**src/rtl/alu_writeback.sv**
```systemverilog
// ALU writeback stage: takes one ALU result per accept, writes it to the register file,
// and for mul/div also writes the high product or remainder into R15.
// The status flags and the completed-operation counter are updated here as well.
module alu_writeback #(
    parameter int unsigned DATA_W   = 16,
    parameter logic [3:0]  R15_ADDR = 4'hF
) (
    input  logic              clk,
    input  logic              rst_n,
    input  logic              in_valid,
    output logic              in_ready,
    input  logic [3:0]        opcode,
    input  logic [3:0]        rd,
    input  logic [DATA_W-1:0] alu_out,
    input  logic [DATA_W-1:0] alu_r15,
    input  logic              alu_neg,
    input  logic              alu_zero,
    input  logic              alu_error,
    output logic              rf_we,
    output logic [3:0]        rf_waddr,
    output logic [DATA_W-1:0] rf_wdata,
    output logic              flag_neg,
    output logic              flag_zero,
    output logic              flag_err,
    output logic [15:0]       op_count
);

    typedef enum logic [1:0] {StIdle, StWrLo, StWrHi, StErr} state_e;

    state_e              state_q, state_d;
    logic                rf_we_q, rf_we_d;
    logic [3:0]          rf_waddr_q, rf_waddr_d;
    logic [DATA_W-1:0]   rf_wdata_q, rf_wdata_d;
    logic [DATA_W-1:0]   r15_q, r15_d;
    logic                dbl_q, dbl_d;
    logic                flag_neg_q, flag_neg_d;
    logic                flag_zero_q, flag_zero_d;
    logic                flag_err_q, flag_err_d;
    logic [15:0]         op_count_q, op_count_d;

    logic accept;
    logic op_legal;
    logic op_double;

    assign in_ready  = (state_q == StIdle);
    assign accept    = in_valid && in_ready;
    assign op_double = (opcode == 4'b0100) || (opcode == 4'b0101);
    assign op_legal  = (opcode == 4'b0000) || (opcode == 4'b0001) || op_double;

    // Next-state logic; the write port is computed one cycle ahead so rf_* are true registers.
    always_comb begin
        state_d     = state_q;
        rf_we_d     = 1'b0;
        rf_waddr_d  = rf_waddr_q;
        rf_wdata_d  = rf_wdata_q;
        r15_d       = r15_q;
        dbl_d       = dbl_q;
        flag_neg_d  = flag_neg_q;
        flag_zero_d = flag_zero_q;
        flag_err_d  = flag_err_q;
        op_count_d  = op_count_q;

        unique case (state_q)
            StIdle: begin
                if (accept) begin
                    r15_d = alu_r15;
                    dbl_d = op_double;
                    if (op_legal && !alu_error) begin
                        state_d     = StWrLo;
                        rf_we_d     = 1'b1;
                        rf_waddr_d  = rd;
                        rf_wdata_d  = alu_out;
                        flag_neg_d  = alu_neg;
                        flag_zero_d = alu_zero;
                        flag_err_d  = 1'b0;
                    end else begin
                        // Error results never report ALU sign/zero status.
                        state_d     = StErr;
                        flag_neg_d  = 1'b0;
                        flag_zero_d = 1'b0;
                        flag_err_d  = 1'b1;
                    end
                end
            end
            StWrLo: begin
                if (dbl_q) begin
                    state_d    = StWrHi;
                    rf_we_d    = 1'b1;
                    rf_waddr_d = R15_ADDR;
                    rf_wdata_d = r15_q;
                end else begin
                    state_d    = StIdle;
                    op_count_d = op_count_q + 16'd1;
                end
            end
            StWrHi: begin
                state_d    = StIdle;
                op_count_d = op_count_q + 16'd1;
            end
            StErr: begin
                state_d    = StIdle;
                op_count_d = op_count_q + 16'd1;
            end
            default: state_d = StIdle;
        endcase
    end

    // State and output registers; reset also aborts any write still pending.
    always_ff @(posedge clk or negedge rst_n) begin
        if (!rst_n) begin
            state_q     <= StIdle;
            rf_we_q     <= 1'b0;
            rf_waddr_q  <= '0;
            rf_wdata_q  <= '0;
            r15_q       <= '0;
            dbl_q       <= 1'b0;
            flag_neg_q  <= 1'b0;
            flag_zero_q <= 1'b0;
            flag_err_q  <= 1'b0;
            op_count_q  <= '0;
        end else begin
            state_q     <= state_d;
            rf_we_q     <= rf_we_d;
            rf_waddr_q  <= rf_waddr_d;
            rf_wdata_q  <= rf_wdata_d;
            r15_q       <= r15_d;
            dbl_q       <= dbl_d;
            flag_neg_q  <= flag_neg_d;
            flag_zero_q <= flag_zero_d;
            flag_err_q  <= flag_err_d;
            op_count_q  <= op_count_d;
        end
    end

    assign rf_we     = rf_we_q;
    assign rf_waddr  = rf_waddr_q;
    assign rf_wdata  = rf_wdata_q;
    assign flag_neg  = flag_neg_q;
    assign flag_zero = flag_zero_q;
    assign flag_err  = flag_err_q;
    assign op_count  = op_count_q;

endmodule
```
**config.mk**
```make
export PLATFORM = sky130hd
export DESIGN_NAME = alu_writeback
export DESIGN_NICKNAME = d
export VERILOG_FILES = /design/src/rtl/alu_writeback.sv
export SDC_FILE = /design/constraint.sdc
export NUM_CORES = 1
export LEC_CHECK = 0
export ABC_CLOCK_PERIOD_IN_PS = 1400
export BUFFER_PORTS_ARGS = -buffer_cell sky130_fd_sc_hd__buf_4
export CAP_MARGIN = 20
export CORE_MARGIN = 2
export CORE_UTILIZATION = 44
export CTS_CLUSTER_SIZE = 40
export DETAILED_ROUTE_END_ITERATION = 10
export HOLD_SLACK_MARGIN = 0.1
export PLACE_DENSITY = 0.75
export SETUP_SLACK_MARGIN = 0.1
export SYNTH_ARGS = -nofsm -noshare
export SYNTH_HDL_FRONTEND = slang
export SYNTH_SLANG_ARGS = --single-unit
```
**constraint.sdc**
```tcl
create_clock -name clk -period 1.4 [get_ports clk]
set_clock_uncertainty 0.1 [all_clocks]
set_input_delay 0.28 -clock clk [delete_from_list [all_inputs] [get_ports clk]]
set_output_delay 0.28 -clock clk [all_outputs]
set_load 0.01 [all_outputs]
```
# ---- After elaboration in Yosys (flattened, before gate mapping)
# Index checks and enable logic that the tools add are counted.
# W data, S select, Z words.
dict set report totals {
  regBits 59
  latch_bits 0
  mem_bits_rw 0
  mem_bits_ro 0
  elab_cells 56
  memories 0
}
dict set report op_classes {
  n_addsub 1
  n_mul 0
  div_mod_pow 0
  order_cmp 0
  eq_ne 10
  shift 0
  n_mux 21
  n_bitwise 0
  reduce_logical 14
}
# operator n
set op_table {}
lappend op_table {{$mux W16} 4}
lappend op_table {{$pmux W16 S2} 2}
lappend op_table {{$add A16 B1 Y16 const B} 1}
lappend op_table {{$mux W4} 3}
lappend op_table {{$eq A4 B3 Y1 const B} 2}
lappend op_table {{$pmux W4 S2} 1}
lappend op_table {{$mux W1} 6}
lappend op_table {{$mux W2} 3}
lappend op_table {{$pmux W2 S3} 1}
lappend op_table {{$eq A2 B2 Y1 const B} 2}
lappend op_table {{$eq A4 B1 Y1 const B} 1}
lappend op_table {{$logic_not A4 Y1} 1}
lappend op_table {{$ne A2 B1 Y1 const B} 2}
lappend op_table {{$ne A2 B2 Y1 const B} 2}
lappend op_table {{$reduce_and A2 Y1} 2}
lappend op_table {{$reduce_and A4 Y1} 1}
lappend op_table {{$reduce_bool A2 Y1} 2}
lappend op_table {{$logic_or A1 B1 Y1} 3}
lappend op_table {{$eq A2 B1 Y1 const B} 1}
lappend op_table {{$logic_and A1 B1 Y1} 2}
lappend op_table {{$logic_not A2 Y1} 1}
lappend op_table {{$pmux W1 S2} 1}
lappend op_table {{$reduce_or A2 Y1} 1}
lappend op_table {{$logic_not A1 Y1} 1}

# ---- Depth between registers and ports, before layout
# Gate-level depths: netlist (run 1).
dict set report depth {
  ltp_word 7
  depth_mapped 8
}

# ---- Worst setup path after synthesis (run 1)
# Ideal clock, no wire load.
dict set report synth_timing {
  kind {register to register}
  from {register op_count_q[0] (netlist: op_count[0])}
  to {register op_count_q[12] (netlist: op_count[12])}
  arrival_ps 1257
  t_required_ps 1175
  setup_slack_ps -82
  stages_incl_launch_ff 6
  path_buffers 0
  period_less_slack_ps 1482
  cell_sequence {dfrtp_1 > ha_1 > nand2_1 > a211oi_2 > nand4_1 > xnor2_1}
}
dict set report synth_between {
  elab_chain_len 3
}
# item line
set synth_lines {}
lappend synth_lines {{start: declaration} 39} ;# logic [15:0] op_count_q, op_count_d;
lappend synth_lines {{start signal: assignment} 131} ;# op_count_q <= op_count_d;
lappend synth_lines {{$add A16 B1 Y16 (*)} {93, 98, 102}}
lappend synth_lines {{$mux W16} 86} ;# if (dbl_q) begin
lappend synth_lines {{$pmux W16 S2 (*)} 63} ;# unique case (state_q)
# Every way passes the cells marked *; elsewhere a longest branch is shown, timed or not. The select of a mux whose other input is x is not followed.
# A chain may end at the register's enable or synchronous reset.

# ---- Worst setup path in the final report (run 1)
dict set report layout_timing {
  from {register state_q[1]}
  to {output port in_ready}
}
dict set report layout_between {
  elab_chain_len 1
}
# item line
set layout_lines {}
lappend layout_lines {{start: declaration} 30} ;# state_e state_q, state_d;
lappend layout_lines {{start signal: assignment} 111} ;# state_q <= StIdle;
lappend layout_lines {{start signal: assignment} 122} ;# state_q <= state_d;
lappend layout_lines {{$logic_not A2 Y1} 45} ;# assign in_ready = (state_q == StIdle);
lappend layout_lines {{end: declaration} 11} ;# output logic in_ready,
# No other way between the ends.

==> results.yml, run 1 <==
layout:
  finish.utilization: 0.8023
  nets: 449
  num_antenna_cells: 0
  seqCellArea_um2: 1480
  multi_input_comb_area_um2: 1071
  layout-drive-gt1-share: 0.5258
  fillers: 343
  area_growth_pct: 78.94
route:
  routedWlPerCell_um: 15.11
  drtIter0Drc: 91
  drt_wl_total_um: 7237
  ant_nets: 0
  drc: 0
  viasPerCell: 4.937
  drt_pass1_iterations: 4
  vias: 2365
min_path:
  worstHoldStart: "opcode[2]"
  whs_endpoint: "dbl_q"
  whs_path_depth: 3
  hold_path.class: "input port to flop"
synth:
  yosysUniqueCellTypes: 28
  ys_seq_area_frac: 0.6092
  synth-seq-cells: 59
  avgSynthCellArea_um2: 10.10
  synthCells: 240
  netlist_area_um2: 2424
  synth_nets: 287
  ys_warn_count: 0
  ys_top_cells_by_area: "dfrtp_1, nand2_1, xnor2_1"
  synth_top_cell_area_share: 0.6092
  yosysTopAreaCell: "dfrtp_1"
timing:
  setup_viol: 5
  slew_headroom: 0.7888
  fin_crit_sh: 1.053
  max_freq_mhz: 678.2
  hold_viol_final: 0
  report.final.slew_viol_count: 0
  tightest_slew_ps: 316.8
  fin_hold_ws_ps: 124.5
  min_period_ps: 1474
  rsz0062_at_grt: "true"
  setup_slack_ps: -74.49
global_routing:
  grt_overflow: 0
  antenna_found_initial: 0
  grt_pass1_wl_um: 11390
  grt_max_degree: 60
  grt_pass1_vias: 2442
  grt_usage: 0.2377
placed_design:
  hpwl_um: 3995
  gp_congestion: 0.7637
  numPortBuffers: 85
worst_setup_path:
  rrSetupSlack_ps: -30
  cp-start-kind: "flop"
  worstRegToRegCells: 6
  crit_path_end_kind: "output pin"
  worst_ep_required_time_ps: 1020
  crit_type: "flop to output pin"
  timing.rr.end: "op_count[12]"
  crit_start: "state_q[1]"
  regToRegStartpoint: "op_count[1]"
  worst_ep_arrival_time_ps: 1090
  crit_fanout: 3
power:
  power_uw: 6685
  p_sw_frac: 0.3185
  seq_power_share: 0.386
  power_density_nw_per_um2: 1541
  p_leak_uw: 0.002188
  pwr-share-comb: 0.411
  p_clk_frac: 0.204
  switchingPower_uw: 2129
  ir_worst_vdd_v: 0.001143
  p_int_uw: 4556
status:
  status: "finished, violations left"
  violations: "negative setup slack"
clocking:
  clk_latency_ps: 320
  cts-root-buf: "clkbuf_8"
  path_clk_slew_ps: 60
  clockBufferDepth: 2
  cts_tree: "yes"
  cts_sinks: 59
  htreeDepth: 3
  cts-buffers-inserted: 9
die:
  die_w_um: 78.22
  fp.dieH_um: 78.22
  core_area_um2: 5405
  initial_core_util: 0.4484
  rows: 27
  die_area_um2: 6118
  io_pins: 87
run:
  cap_violations: 0
## worst max-delay path by stage
stage / endpoint / depth (start not counted) / slack (ps)
4_1_cts: in_ready / 3 / -70
2_1_floorplan: op_count[12] / 5 / -60
6_report: in_ready / 3 / -70
3_3_place_gp: rf_wdata[7] / 7 / -120
3_5_place_dp: rf_wdata[12] / 7 / -120
5_1_grt: in_ready / 3 / -130
## synth_stat cells (all sizes together)
cell    count
nand2      69
a22o        2
ha          1
nand4       3
xnor2      13
nand2b      1
nor2        5
or3b        1
and4        1
and3        4
clkbuf      2
nand3       8
xor2        2
dfrtp      59
inv        19
a21oi      17
buf         7
a211oi      2
mux2        1
and2        2
o21ai       4
nor3        1
o22ai      16
## timing repair
action,in CTS,in global routing
cloned,1,0
hold endpoints to repair,81,0
pin swaps,8,11
hold buffers,23,0
setup buffers,19,9
setup endpoints to repair,46,72
gates resized for setup,40,30
## placed cells by master, fill, tap and decap left out, types with 2 or more instances in the layout
cell | Yosys | routed
dfrtp_2 | 0 | 3
nand4_1 | 3 | 3
nor2_1 | 3 | 3
and2_4 | 0 | 2
buf_6 | 1 | 26
inv_2 | 1 | 3
dfrtp_1 | 59 | 56
o22ai_2 | 0 | 16
nand3_2 | 0 | 7
buf_4 | 1 | 104
xor2_1 | 2 | 2
clkbuf_1 | 2 | 3
nand2_4 | 0 | 2
buf_12 | 0 | 6
a22o_1 | 2 | 2
clkinv_2 | 0 | 2
and3_2 | 0 | 2
a21oi_2 | 0 | 16
a211oi_2 | 2 | 2
nand2_2 | 0 | 4
dlygate4sd3_1 | 0 | 23
inv_1 | 18 | 16
nand2_1 | 69 | 63
xnor2_1 | 13 | 13
o21ai_1 | 0 | 4
clkbuf_8 | 0 | 11
## metrics by stage
step           TNS, ps  setup slack, ps  cell area (um^2)  cells
2_1_floorplan   -609.2           -64.44              2556    240
3_3_place_gp     -1688           -115.7              3453    414
3_5_place_dp     -1786           -122.9              3453    414
4_1_cts         -126.2           -72.66              4173    471
5_1_grt          -2224           -129.4              4337    479
6_report        -112.8           -74.49              4337    479
## sequential cells by signal (all words and copies together), names as in the netlist
name and cells:
rf_wdata 16, flag_neg 1, rf_waddr 4, rf_we 1, dbl_q 1, op_count 16
flag_zero 1, state_q 2, flag_err 1, r15_q 16
## layout make-up
class | instances | share of cell area
sequential | 59 | 0.3413
inverter | 19 | 0.01645
timing repair buffer | 160 | 0.3347
clock inverter | 2 | 0.002308
clock buffer | 14 | 0.03751
multi-input combinational | 153 | 0.2470
tap | 72 | 0.02077
## cell families (layout without fill, tap and decap cells)
family | Yosys count | after routing | share of synthesized area
flops | 59 | 59 | 0.6092
compound gates | 41 | 41 | 0.1022
fa+ha+maj | 1 | 1 | 0.005162
simple gates | 95 | 95 | 0.1740
xor+xnor | 15 | 15 | 0.05421
buf+inv | 28 | 195 | 0.05059
mux | 1 | 1 | 0.004646
## metal layers
| layer | GRT usage | share of wire |
|---|---|---|
| met5 | 0 | 0 |
| met2 | 0.4078 | 0.53 |
| met4 | 0.06842 | 0.015 |
| met1 | 0.2939 | 0.40 |
| met3 | 0.06782 | 0.053 |
## worst max-delay path: stages, from the launching register on
cell,delay [ps]
dfrtp_1,410
nor2_2,140
buf_4,130
buf_6,90
## power groups by stage
stage	registers [uW]	clock network, uW	logic [uW]
final	2580	1360	2750
after global routing	2640	1470	2960
after CTS	2550	1390	2540
after detailed placement	2550	0	2060
after global placement	2530	0	2020
after floorplan	2770	0	736
(Power assumes the default switching activity.)
==> inputs of run 2 (changes only) <==
--- a/config.mk
+++ b/config.mk
@@ -15,6 +15,8 @@
 export HOLD_SLACK_MARGIN = 0.1
 export PLACE_DENSITY = 0.75
 export SETUP_SLACK_MARGIN = 0.1
+export SLEW_MARGIN = 0
 export SYNTH_ARGS = -nofsm -noshare
 export SYNTH_HDL_FRONTEND = slang
 export SYNTH_SLANG_ARGS = --single-unit
+export TNS_END_PERCENT = 50
==> constraint.sdc (replaced) <==
create_clock -name clk -period 1.4 [get_ports clk]
set_clock_uncertainty 0.1 [all_clocks]
set_input_delay 0.14 -clock clk [delete_from_list [all_inputs] [get_ports clk]]
set_output_delay 0.14 -clock clk [all_outputs]
set_load 0.01 [all_outputs]
==> run 2 against run 1 <==
  * The flow still finishes with violations (negative setup slack)
  * Wire length grew 7.6%
  * Critical endpoint is now r15_q[12]
  * Sequential cell count unchanged
  * Largest power group is now sequential cells
  * Design area is 1.2% higher
  * Largest cell class unchanged
==> results.yml, run 2 (synthesized netlist as in run 1, its figures left out) <==
timing:
  max_freq_mhz: 701.0
  tightest_slew_ps: 271.8
  min_period_ps: 1427
  setup_tns_ps: -55.20
  hold_viol_final: 0
  setup_viol: 5
  rsz0062_at_grt: "true"
  slew_headroom: 0.8188
  fin_crit_sh: 1.019
  fin_hold_ws_ps: 123.3
  report.final.slew_viol_count: 0
  setup_slack_ps: -26.59
global_routing:
  grt_pass1_vias: 2559
  grt_max_degree: 28
  grt_overflow: 0
  grt_pass1_wl_um: 11950
  antenna_found_initial: 0
  grt_usage: 0.2562
route:
  drc: 0
  viasPerCell: 5.035
  drt_wl_total_um: 7785
  drtIter0Drc: 133
  vias: 2437
  routedWlPerCell_um: 16.08
  drt_pass1_iterations: 4
  ant_nets: 0
worst_setup_path:
  rrSetupSlack_ps: -30
  worst_ep_arrival_time_ps: 1600
  worstRegToRegCells: 8
  crit_family: "buffers and inverters"
  timing.rr.end: "r15_q[12]"
  crit_path_end_kind: "flop"
  path_cells: "nor2_2 > nand2_2 > inv_2 > buf_4 > buf_6 > buf_6 > nand2_1 > nand2_1"
  cp-start-kind: "flop"
  crit_fanout: 7
  crit_type: "flop to flop"
  crit_slowest_cell: "dfrtp_1"
  regToRegStartpoint: "state_q[1]"
  worst_ep_required_time_ps: 1570
  critPathMaxStageDelay_ps: 410
  crit_buf_inv: 4
die:
  initial_core_util: 0.4484
  io_pins: 87
  rows: 27
  fp.dieH_um: 78.22
  die_area_um2: 6118
  core_area_um2: 5405
  die_w_um: 78.22
clocking:
  cts-root-buf: "clkbuf_8"
  htreeDepth: 3
  clockBufferDepth: 2
  path_clk_slew_ps: 60
  clk_latency_ps: 340
  cts_sinks: 59
  cts-buffers-inserted: 9
  cts_tree: "yes"
status:
  status: "finished, violations left"
  violations: "negative setup slack"
run:
  cap_violations: 0
layout:
  layout_commonest_cell: "buf_4"
  finish.utilization: 0.8120
  layout-drive-gt1-share: 0.4757
  area_growth_pct: 81.10
  nets: 454
  num_antenna_cells: 0
  final_cell_mix: "buf_4, nand2_1, dfrtp_1"
min_path:
  hold_path.class: "input port to asynchronous set/reset pin"
placed_design:
  numPortBuffers: 85
  place_ws_ps: -61.37
  hpwl_um: 4177
  gp_congestion: 0.8159
power:
  ir_worst_vdd_v: 0.001152
  power_density_nw_per_um2: 1487
  p_leak_uw: 0.002160
-- run 2: changes by cell type in the layout (fill, tap and decap cells not counted), moves of 4 or more --
cell / change
dlygate4sd3_1: +20
nand2_2: +4
buf_6: -17
o22ai_2: -5
o22ai_4: +4
-- run 2: area by class of cell --
cell class,count,area (um^2)
Timing Repair Buffer,165,1473
Inverter,19,71.32
Tap cell,72,90.09
Sequential cell,59,1478
Fill cell,309,1016
Clock buffer,15,186.4
Clock inverter,1,5.005
Multi-Input combinational cell,153,1086
-- run 2: power breakdown --
| group | leakage [uW] | internal (uW) | switching [uW] |
|---|---|---|---|
| clock | 0.0000997 | 835 | 640 |
| combinational | 0.00133 | 1350 | 1110 |
| sequential | 0.000726 | 2230 | 360 |
-- run 2: how the worst max path moves through the flow --
stage | start | end | slack (ps) | cells past startpoint
floorplan | op_count[1] | op_count[12] | -60 | 5
global placement | state_q[0] | rf_wdata[1] | -10 | 4
detailed placement | state_q[1] | rf_wdata[10] | -60 | 7
CTS | state_q[0] | rf_wdata[3] | 5 | 7
global route | state_q[1] | r15_q[12] | -70 | 8
finish | state_q[1] | r15_q[12] | -30 | 8
-- run 2: repair_timing --
action,in CTS,in global routing
gates cloned,1,1
hold endpoints to repair,99,0
hold buffers,43,0
gates resized for setup,24,29
pin swaps,10,10
buffers inserted,8,2
endpoints found under the setup margin,38,55
-- run 2: routing by layer --
layer	wire [um]	global-route usage	up-vias
met2	4206	0.4690	88
met4	186	0.1175	0
met1	3000	0.2887	1200
met3	392	0.04713	21
met5	0	0	-
li1	-	-	1128
-- run 2: stage by stage --
step,cells,area (um^2),power [uW]
2_1_floorplan,240,2532,3486
3_3_place_gp,416,3440,4552
3_5_place_dp,416,3440,4633
4_1_cts,482,4245,6347
5_1_grt,484,4389,6871
6_report,484,4389,6525
==> inputs of run 3 (changes only) <==
--- a/config.mk
+++ b/config.mk
@@ -5,15 +5,15 @@
 export SDC_FILE = /design/constraint.sdc
 export NUM_CORES = 1
 export LEC_CHECK = 0
-export ABC_CLOCK_PERIOD_IN_PS = 1400
+export ABC_CLOCK_PERIOD_IN_PS = 1600
 export BUFFER_PORTS_ARGS = -buffer_cell sky130_fd_sc_hd__buf_4
 export CAP_MARGIN = 20
 export CORE_MARGIN = 2
-export CORE_UTILIZATION = 44
+export CORE_UTILIZATION = 49
 export CTS_CLUSTER_SIZE = 40
 export DETAILED_ROUTE_END_ITERATION = 10
 export HOLD_SLACK_MARGIN = 0.1
-export PLACE_DENSITY = 0.75
+export PLACE_DENSITY = 0.79
 export SETUP_SLACK_MARGIN = 0.1
 export SLEW_MARGIN = 0
 export SYNTH_ARGS = -nofsm -noshare
==> constraint.sdc (replaced) <==
create_clock -name clk -period 1.6 [get_ports clk]
set_clock_uncertainty 0.1 [all_clocks]
set_input_delay 0.16 -clock clk [delete_from_list [all_inputs] [get_ports clk]]
set_output_delay 0.16 -clock clk [all_outputs]
set_load 0.01 [all_outputs]
==> run 3 against run 2 <==
  * Global-route usage decreased by 0.64 points
  * Worst setup slack improved by 140 ps
  * Largest power group unchanged
  * Combinational power decreased by 30%
  * The run now ends clean
==> results.yml, run 3 (synthesized netlist as in run 1, its figures left out) <==
die:
  initial_core_util: 0.5097
  die_w_um: 74.33
  core_area_um2: 4755
  die_area_um2: 5525
  io_pins: 87
  fp.dieH_um: 74.33
  rows: 25
worst_setup_path:
  crit_type: "flop to flop"
  worst_ep_arrival_time_ps: 1600
  rrSetupSlack_ps: 120
  timing.rr.end: "rf_wdata[13]"
  cp-start-kind: "flop"
  worstRegToRegCells: 7
  crit_path_end_kind: "flop"
  worst_ep_required_time_ps: 1710
  regToRegStartpoint: "state_q[0]"
  crit_fanout: 5
power:
  p_clk_frac: 0.240
  p_leak_uw: 0.002001
  switchingPower_uw: 1696
  pwr-share-comb: 0.324
  p_int_uw: 3623
  seq_power_share: 0.436
  ir_worst_vdd_v: 0.0009282
  power_density_nw_per_um2: 1352
  power_uw: 5319
  p_sw_frac: 0.3188
clocking:
  cts-root-buf: "clkbuf_8"
  htreeDepth: 3
  clk_latency_ps: 330
  cts-buffers-inserted: 9
  cts_tree: "yes"
  cts_sinks: 59
  path_clk_slew_ps: 60
  clockBufferDepth: 2
timing:
  fin_hold_ws_ps: 112.9
  report.final.slew_viol_count: 0
  setup_tns_ps: 0
  tightest_slew_ps: 709.4
  setup_slack_ps: 117.5
  max_freq_mhz: 674.6
  setup_viol: 0
  rsz0062_at_grt: "true"
  min_period_ps: 1482
  slew_headroom: 0.5271
  hold_viol_final: 0
  fin_crit_sh: 0.9265
status:
  status: "completed"
route:
  drt_wl_total_um: 6820
  drc: 0
  routedWlPerCell_um: 14.83
  vias: 2319
  viasPerCell: 5.041
  drt_pass1_iterations: 4
  ant_nets: 0
  drtIter0Drc: 152
global_routing:
  grt_usage: 0.2498
  antenna_found_initial: 0
  grt_pass1_vias: 2394
  grt_overflow: 0
  grt_max_degree: 60
  grt_pass1_wl_um: 10310
min_path:
  whs_path_depth: 3
  hold_path.class: "input port to flop"
  worstHoldStart: "in_valid"
  whs_endpoint: "state_q[1]"
placed_design:
  gp_congestion: 0.7439
  numPortBuffers: 85
  placed_area_um2: 3169
  place_ws_ps: 116.1
  hpwl_um: 3789
layout:
  area_growth_pct: 62.36
  fillers: 295
  nets: 435
  layout-drive-gt1-share: 0.3562
  finalInstanceArea_um2: 3935
  num_antenna_cells: 0
  layout_commonest_cell: "buf_4"
  final_cell_mix: "buf_4, nand2_1, dfrtp_1"
run:
  cap_violations: 0
run 3: how the worst max path moves through the flow:
| stage | from | to | slack, ps | cells past startpoint |
|---|---|---|---|---|
| final | state_q[0] | rf_wdata[13] | 120 | 7 |
| after global routing | state_q[0] | rf_wdata[13] | 70 | 7 |
| after CTS | state_q[0] | op_count[15] | 100 | 4 |
| after detailed placement | op_count[0] | op_count[12] | 120 | 6 |
| after global placement | op_count[0] | op_count[12] | 120 | 6 |
| after floorplan | op_count[0] | op_count[12] | 120 | 5 |
run 3: timing repair:
action / in CTS / in global routing
buffers inserted: 0 / 6
pin swaps: 0 / 4
gates resized for setup: 1 / 24
setup endpoints to repair: 13 / 31
hold buffers: 42 / 0
hold endpoints to repair: 98 / 0
gates cloned: 0 / 3
run 3: worst max-delay path, cell delays in order (launching register included):
cell and delay [ps]:
dfrtp_2 460, nor2_4 130, nand2_1 90, inv_2 110, nand2_4 80, buf_2 190, o22ai_1 150, a21oi_1 60
run 3: stage by stage:
stage | instances | util
floorplan | 240 | -
global placement | 393 | 0.6666
detailed placement | 393 | 0.6666
CTS | 451 | 0.7955
global route | 460 | 0.8276
finish | 460 | 0.8276
run 3: final cells by class:
type                    count  area, um^2  area share
multi-input cells         154       903.4      0.2296
repair buffers            145        1202      0.3056
clock inverters             1       5.005    0.001272
inverters                  19       71.32     0.01812
flip-flops and latches     59        1483      0.3768
well taps                  67       83.83     0.02130
clock buffers              15       186.4     0.04738
run 3: layer usage:
metal | GRT usage | part of all wire
met1 | 0.2757 | 0.39
met2 | 0.4573 | 0.54
met3 | 0.05691 | 0.060
met4 | 0.1131 | 0.0065
met5 | 0 | 0
run 3: power by group through the flow:
stage | Combinational, uW | Clock, uW | Sequential [uW]
6_report | 1720 | 1270 | 2320
5_1_grt | 1910 | 1350 | 2370
4_1_cts | 1570 | 1290 | 2260
3_5_place_dp | 1480 | 0 | 2280
3_3_place_gp | 1440 | 0 | 2260
2_1_floorplan | 542 | 0 | 2410
